<file path="config.mk">
export PLATFORM = sky130hd
export DESIGN_NAME = branch_ctrl
export DESIGN_NICKNAME = d
export VERILOG_FILES = /design/src/rtl/cpu_pkg.sv /design/src/rtl/branch_cond.sv /design/src/rtl/branch_ctrl.sv
export SDC_FILE = /design/constraint.sdc
export NUM_CORES = 1
export LEC_CHECK = 0
export CORE_MARGIN = 1
export CORE_UTILIZATION = 50
export DETAILED_ROUTE_END_ITERATION = 10
export PLACE_DENSITY = 0.89
export RECOVER_POWER = 100
export SETUP_SLACK_MARGIN = 0.02
export SKIP_LAST_GASP = 1
export SYNTH_ARGS = -nofsm -noshare
export SYNTH_HDL_FRONTEND = slang
export SYNTH_HIERARCHICAL = 1
export SYNTH_SLANG_ARGS = --single-unit
export TNS_END_PERCENT = 20
</file>
<file path="constraint.sdc">
create_clock -name clk -period 3.7 [get_ports clk]
set_clock_uncertainty 0.1 [all_clocks]
set_input_delay 0.74 -clock clk [delete_from_list [all_inputs] [get_ports clk]]
set_output_delay 0.74 -clock clk [all_outputs]
set_load 0.005 [all_outputs]
</file>
<file path="src/rtl/cpu_pkg.sv">
`timescale 1ns/1ps
// Shared pipeline definitions: datapath width, branch funct3 codes,
// branch-controller state type and alignment helpers.
package cpu_pkg;

  localparam int XLEN = 32;

  localparam logic [2:0] F3_BEQ  = 3'b000;
  localparam logic [2:0] F3_BNE  = 3'b001;
  localparam logic [2:0] F3_BLT  = 3'b100;
  localparam logic [2:0] F3_BGE  = 3'b101;
  localparam logic [2:0] F3_BLTU = 3'b110;
  localparam logic [2:0] F3_BGEU = 3'b111;

  // Bits of the low target address that must be zero; 2'b10 means 4-byte
  // instruction alignment (bit 0 is always cleared or zero for branches).
  localparam logic [1:0] IALIGN_MASK = 2'b10;

  typedef enum logic {
    BR_IDLE,
    BR_REDIR
  } br_state_e;

  // Target is misaligned when any masked low address bit is set.
  function automatic logic misaligned(input logic [1:0] addr_lo,
                                      input logic [1:0] mask);
    return |(addr_lo & mask);
  endfunction

  // funct3 values 010 and 011 are not branch conditions.
  function automatic logic valid_branch_f3(input logic [2:0] funct3);
    return funct3[2] | ~funct3[1];
  endfunction

endpackage

</file>
<file path="src/rtl/branch_cond.sv">
`timescale 1ns/1ps
// Combinational branch condition evaluation for conditional branches.
module branch_cond #(
  parameter int XLEN = cpu_pkg::XLEN
) (
  input  logic [XLEN-1:0] rs1,
  input  logic [XLEN-1:0] rs2,
  input  logic [2:0]      funct3,
  output logic            cond
);
  import cpu_pkg::*;

  // Select comparison by funct3; reserved encodings evaluate not-taken.
  always_comb begin
    cond = 1'b0;
    case (funct3)
      F3_BEQ:  cond = (rs1 == rs2);
      F3_BNE:  cond = (rs1 != rs2);
      F3_BLT:  cond = ($signed(rs1) <  $signed(rs2));
      F3_BGE:  cond = ($signed(rs1) >= $signed(rs2));
      F3_BLTU: cond = (rs1 <  rs2);
      F3_BGEU: cond = (rs1 >= rs2);
      default: cond = 1'b0;
    endcase
  end

endmodule

</file>
<file path="src/rtl/branch_ctrl.sv">
`timescale 1ns/1ps
// EX-stage branch resolution: predict-not-taken, squash and redirect on
// taken control transfers, misaligned-target exceptions, perf counters.
module branch_ctrl #(
  parameter int XLEN  = cpu_pkg::XLEN,
  parameter int CNT_W = 32
) (
  input  logic             clk,
  input  logic             rst_n,
  input  logic             ex_valid,
  input  logic             ex_stall,
  input  logic             ex_branch,
  input  logic             ex_jal,
  input  logic             ex_jalr,
  input  logic [2:0]       ex_funct3,
  input  logic [XLEN-1:0]  ex_rs1_data,
  input  logic [XLEN-1:0]  ex_rs2_data,
  input  logic [XLEN-1:0]  ex_pc,
  input  logic [XLEN-1:0]  ex_imm,
  output logic             flush,
  output logic             redirect_valid,
  output logic [XLEN-1:0]  redirect_pc,
  input  logic             redirect_ready,
  output logic             exc_valid,
  output logic [XLEN-1:0]  exc_tval,
  output logic [CNT_W-1:0] perf_branches,
  output logic [CNT_W-1:0] perf_taken
);
  import cpu_pkg::*;

  localparam logic [XLEN-1:0] CLR_LSB = {{(XLEN-1){1'b1}}, 1'b0};

  br_state_e       state, next_state;
  logic            cond;
  logic            is_jalr, is_jal, is_branch;
  logic            resolve, taken, mis;
  logic [XLEN-1:0] jalr_sum, target;

  branch_cond #(.XLEN(XLEN)) u_cond (
    .rs1    (ex_rs1_data),
    .rs2    (ex_rs2_data),
    .funct3 (ex_funct3),
    .cond   (cond)
  );

  // Type priority: jalr, then jal, then conditional branch.
  assign is_jalr   = ex_jalr;
  assign is_jal    = ~ex_jalr & ex_jal;
  assign is_branch = ~ex_jalr & ~ex_jal & ex_branch;

  assign jalr_sum = ex_rs1_data + ex_imm;
  assign target   = is_jalr ? (jalr_sum & CLR_LSB) : (ex_pc + ex_imm);
  assign taken    = is_jalr | is_jal | (is_branch & cond);
  assign mis      = misaligned(target[1:0], IALIGN_MASK);
  assign resolve  = (state == BR_IDLE) & ex_valid & ~ex_stall
                  & (ex_branch | ex_jal | ex_jalr);

  // The redirect is outstanding exactly while the FSM waits in REDIR.
  assign redirect_valid = (state == BR_REDIR);

  // State register.
  always_ff @(posedge clk or negedge rst_n) begin
    if (!rst_n) state <= BR_IDLE;
    else        state <= next_state;
  end

  // Next-state and flush: flush on a taken resolve and throughout REDIR.
  always_comb begin
    next_state = state;
    flush      = 1'b0;
    case (state)
      BR_IDLE: begin
        if (resolve && taken) begin
          flush = 1'b1;
          if (!mis) next_state = BR_REDIR;
        end
      end
      BR_REDIR: begin
        flush = 1'b1;
        if (redirect_ready) next_state = BR_IDLE;
      end
      default: next_state = BR_IDLE;
    endcase
  end

  // Capture redirect target on an aligned taken resolve; held through REDIR.
  always_ff @(posedge clk or negedge rst_n) begin
    if (!rst_n)                        redirect_pc <= '0;
    else if (resolve && taken && !mis) redirect_pc <= target;
  end

  // One-cycle exception pulse with the offending target.
  always_ff @(posedge clk or negedge rst_n) begin
    if (!rst_n) begin
      exc_valid <= 1'b0;
      exc_tval  <= '0;
    end else begin
      exc_valid <= resolve & taken & mis;
      if (resolve && taken && mis) exc_tval <= target;
    end
  end

  // Saturating performance counters.
  always_ff @(posedge clk or negedge rst_n) begin
    if (!rst_n) begin
      perf_branches <= '0;
      perf_taken    <= '0;
    end else if (resolve) begin
      if (is_branch && valid_branch_f3(ex_funct3) && perf_branches != '1)
        perf_branches <= perf_branches + CNT_W'(1);
      if (taken && perf_taken != '1)
        perf_taken <= perf_taken + CNT_W'(1);
    end
  end

endmodule

</file>
==> results of run 1 <==
[stage by stage]
step	cells	utilization	total power, mW	cell area [µm²]	hold WS, ps
final	1857	0.810	6.21	15400	377
after global routing	1857	0.810	6.51	15400	401
after detailed placement	1803	0.755	4.54	14300	361
after CTS	1854	0.807	6.30	15300	255
after global placement	1803	0.755	4.44	14300	351
after floorplan	1098	-	2.99	9830	344
[synthesized netlist by cell type, types with 9 or more instances]
cell      number  share of area
dfrtp_1      130           0.33
nand2_1      103          0.039
ha_1          95           0.12
a21oi_1       80          0.041
xnor2_1       71          0.063
inv_1         64          0.024
nor2_1        62          0.024
o21ai_0       52          0.026
nand3_1       48          0.024
xor2_1        36          0.032
nand4_1       33          0.021
a21o_1        30          0.023
mux2_2        30          0.034
clkbuf_1      26         0.0099
nor3_1        24          0.012
and3_1        20          0.013
a31oi_1       14         0.0089
and2_1        11         0.0070
nand2b_1      11         0.0070
o31ai_1        9         0.0069
[sequential cells by signal, summed over array words and instances, names as in the netlist]
register	cells
perf_branches	32
exc_valid	1
redirect_pc	32
exc_tval	32
perf_taken	32
redirect_valid	1
[kinds of logic after synthesis]
group	share of synthesized area
simple gates	0.185
compound gates	0.185
mux	0.0410
fa+ha+maj	0.125
buf+inv	0.0378
xor+xnor	0.0954
flops	0.331
[metal layers]
metal | GRT usage | up-vias | wire length, µm
met5 | 0 | - | 0
met4 | 0.192 | 0 | 1810
met3 | 0.0700 | 133 | 2250
met2 | 0.634 | 555 | 18000
met1 | 0.406 | 5180 | 13800
li1 | - | 4971 | -
[final cells by class]
class / count / area (µm²)
well taps: 260 / 325
diodes: 2 / 5.00
fillers: 1132 / 3600
flip-flops and latches: 130 / 3250
clock buffers: 18 / 429
clock inverters: 14 / 154
repair buffers: 497 / 4170
multi-input cells: 871 / 6780
inverters: 65 / 244
[final timing paths]
check | from | slack [ps] | depth (start not counted) | endpoint
worst max-delay path | ex_rs2_data[26] | -280 | 15 | flush
worst min-delay path | redirect_pc[31] | 380 | 2 | redirect_pc[31]
worst max register to register | perf_branches[14] | 750 | 10 | perf_branches[29]
worst min register to register | redirect_pc[31] | 380 | 2 | redirect_pc[31]
max in group asynchronous | rst_n | 470 | 2 | exc_tval[12]
min in group asynchronous | rst_n | 1000 | 1 | perf_taken[25]
[worst max-delay path, delay by kind of cell]
kind	cells	cell delay (ps)
buffers and inverters	5	550
AOI/OAI and AO/OA	3	820
and+or+nand+nor	6	830
adders and majority gates	1	200
[cell usage in the layout (no fill, tap or decap), types with 14 or more instances in the layout]
cell	netlist	routed
buf_4	0	218
dfrtp_1	130	130
dlygate4sd3_1	0	130
nand2_1	103	100
a21oi_1	80	75
xnor2_1	71	71
clkdlybuf4s50_1	0	70
nor2_1	62	61
ha_1	95	61
buf_2	0	55
o21ai_0	52	50
nand3_1	48	47
xor2_1	36	36
inv_1	64	33
nand4_1	33	33
inv_2	1	32
ha_4	0	32
mux2_2	30	30
a21o_1	30	30
nor3_1	24	21
and3_1	20	19
clkbuf_16	0	17
buf_6	1	14
[what timing repair did]
| item | in CTS | in global routing |
|---|---|---|
| setup buffers | 19 | 5 |
| pin swaps | 63 | 19 |
| resized for setup | 346 | 20 |
| endpoints found under the setup margin | 89 | 99 |
[power breakdown]
| group | switching [mW] | internal (mW) |
|---|---|---|
| sequential | 0.253 | 1.77 |
| clock | 0.673 | 1.00 |
| combinational | 1.15 | 1.36 |
==> run summary, run 1 <==
Clk_lat worst skew: 410 ps
Die width: 142 µm
Status: complete, but fails checks
Hold Buf Count CTS: 0
Worst EP arrival: 3140 ps
Failing checks: capacitance limit, slew limit, setup timing
Initial antenna violation count: 2
Crit share post-route: 1.07
IR drop worst, VDD: 0.341 mV
Cell mode on critical path: buf_4
Aggregate global routing overflow: 0
Cell count after synthesis: 1098
Layout cells sized above 1: 0.300
Final ANT Viol Nets: 0
Ys Warns: 6
WL final: 35.9 mm
Cell row count: 50
Flops & latches, synth: 130
Num CTS Buffers: 17
Slowest cell on the critical path: o311a_4
Total track usage: 0.358
Drt first pass iters: 6
Setup crit start kind: primary input
Power density over the cells: 404 nW/µm²
Wire per inst: 19.3 µm
Fmax: 0.251 GHz
P&R area growth vs syn: 56.3%
Core Area: 19000 µm²
Syn avg cell area: 8.95 µm²
Crit path max fanout: 3
Synth Flop Type: dfrtp_1
CTS Root Cell: clkbuf_16
CTS H-Tree Depth: 4
Unrepaired setup endpoints after global routing: true
Slew headroom: -0.688
TritonCTS clock tree: built
Number of synthesized flops with an enable pin: 0
Via count: 10839
DRT iter0 DRCs: 714
Unique cell type count in the Yosys netlist: 78
Crit path capture type: output pin
Clock sink count: 130
First-pass GRT wire length: 56.7 mm
Clock-pin slew on the worst setup and hold paths: 60 ps
Nets: 1818
Setup-failing EPs final: 1
Starting Density: 0.518
Register area share after synthesis: 0.331
Io pins: 270
DR DRC count: 0
CP cell instances: buf_2 > inv_2 > ha_4 > nand4_1 > buf_4 > nor2_1 > a22oi_2 > nand3_2 > o311a_4 > nor3_4 > nand2_1 > a21oi_2 > buf_4 > or2_4 > buf_6
Largest net degree at the start of global routing: 55
Max-Cap Viols: 1
Leakage: 7.26 nW
Actual slew at the worst max-slew pin: 2530 ps
Fin. Hold Viols: 0
Port Buffers: 269
Synth async-reset ratio: 1.00
Pre-CTS WS: -1000 ps
Req. time, crit path: 2860 ps
Routability congestion estimate: 0.943
Die ar.: 20200 µm²
Vias per cell: 5.84
CP Class: in2out
Pins Over Slew Limit: 49
DP Wirelength: 26.8 mm
Syn Std Cell Area: 9830 µm²
Final setup TNS: -277 ps
Vias in the first global route: 11269
Setup WS post-layout: -277 ps
Die span in y: 142 µm
Min Tclk post-route: 3980 ps
Worst hold path class: reg2reg
Crit-path max cell delay: 400 ps
Clock tree buffer depth: 2
Synth Net Count: 1334
(Power assumes the default switching activity.)
==> inputs of run 2 (changes only) <==
--- a/config.mk
+++ b/config.mk
@@ -7,6 +7,7 @@
 export LEC_CHECK = 0
 export CORE_MARGIN = 1
 export CORE_UTILIZATION = 50
+export CTS_CLUSTER_DIAMETER = 50
 export DETAILED_ROUTE_END_ITERATION = 10
 export PLACE_DENSITY = 0.89
 export RECOVER_POWER = 100
==> results of run 2 <==
The final DEF is identical to that of run 1; final timing and power are the same.
==> inputs of run 3 (changes only) <==
--- a/config.mk
+++ b/config.mk
@@ -13,6 +13,7 @@
 export RECOVER_POWER = 100
 export SETUP_SLACK_MARGIN = 0.02
 export SKIP_LAST_GASP = 1
+export SLEW_MARGIN = 0
 export SYNTH_ARGS = -nofsm -noshare
 export SYNTH_HDL_FRONTEND = slang
 export SYNTH_HIERARCHICAL = 1
==> results of run 3 <==
The final DEF is identical to that of run 1; final timing and power are the same.
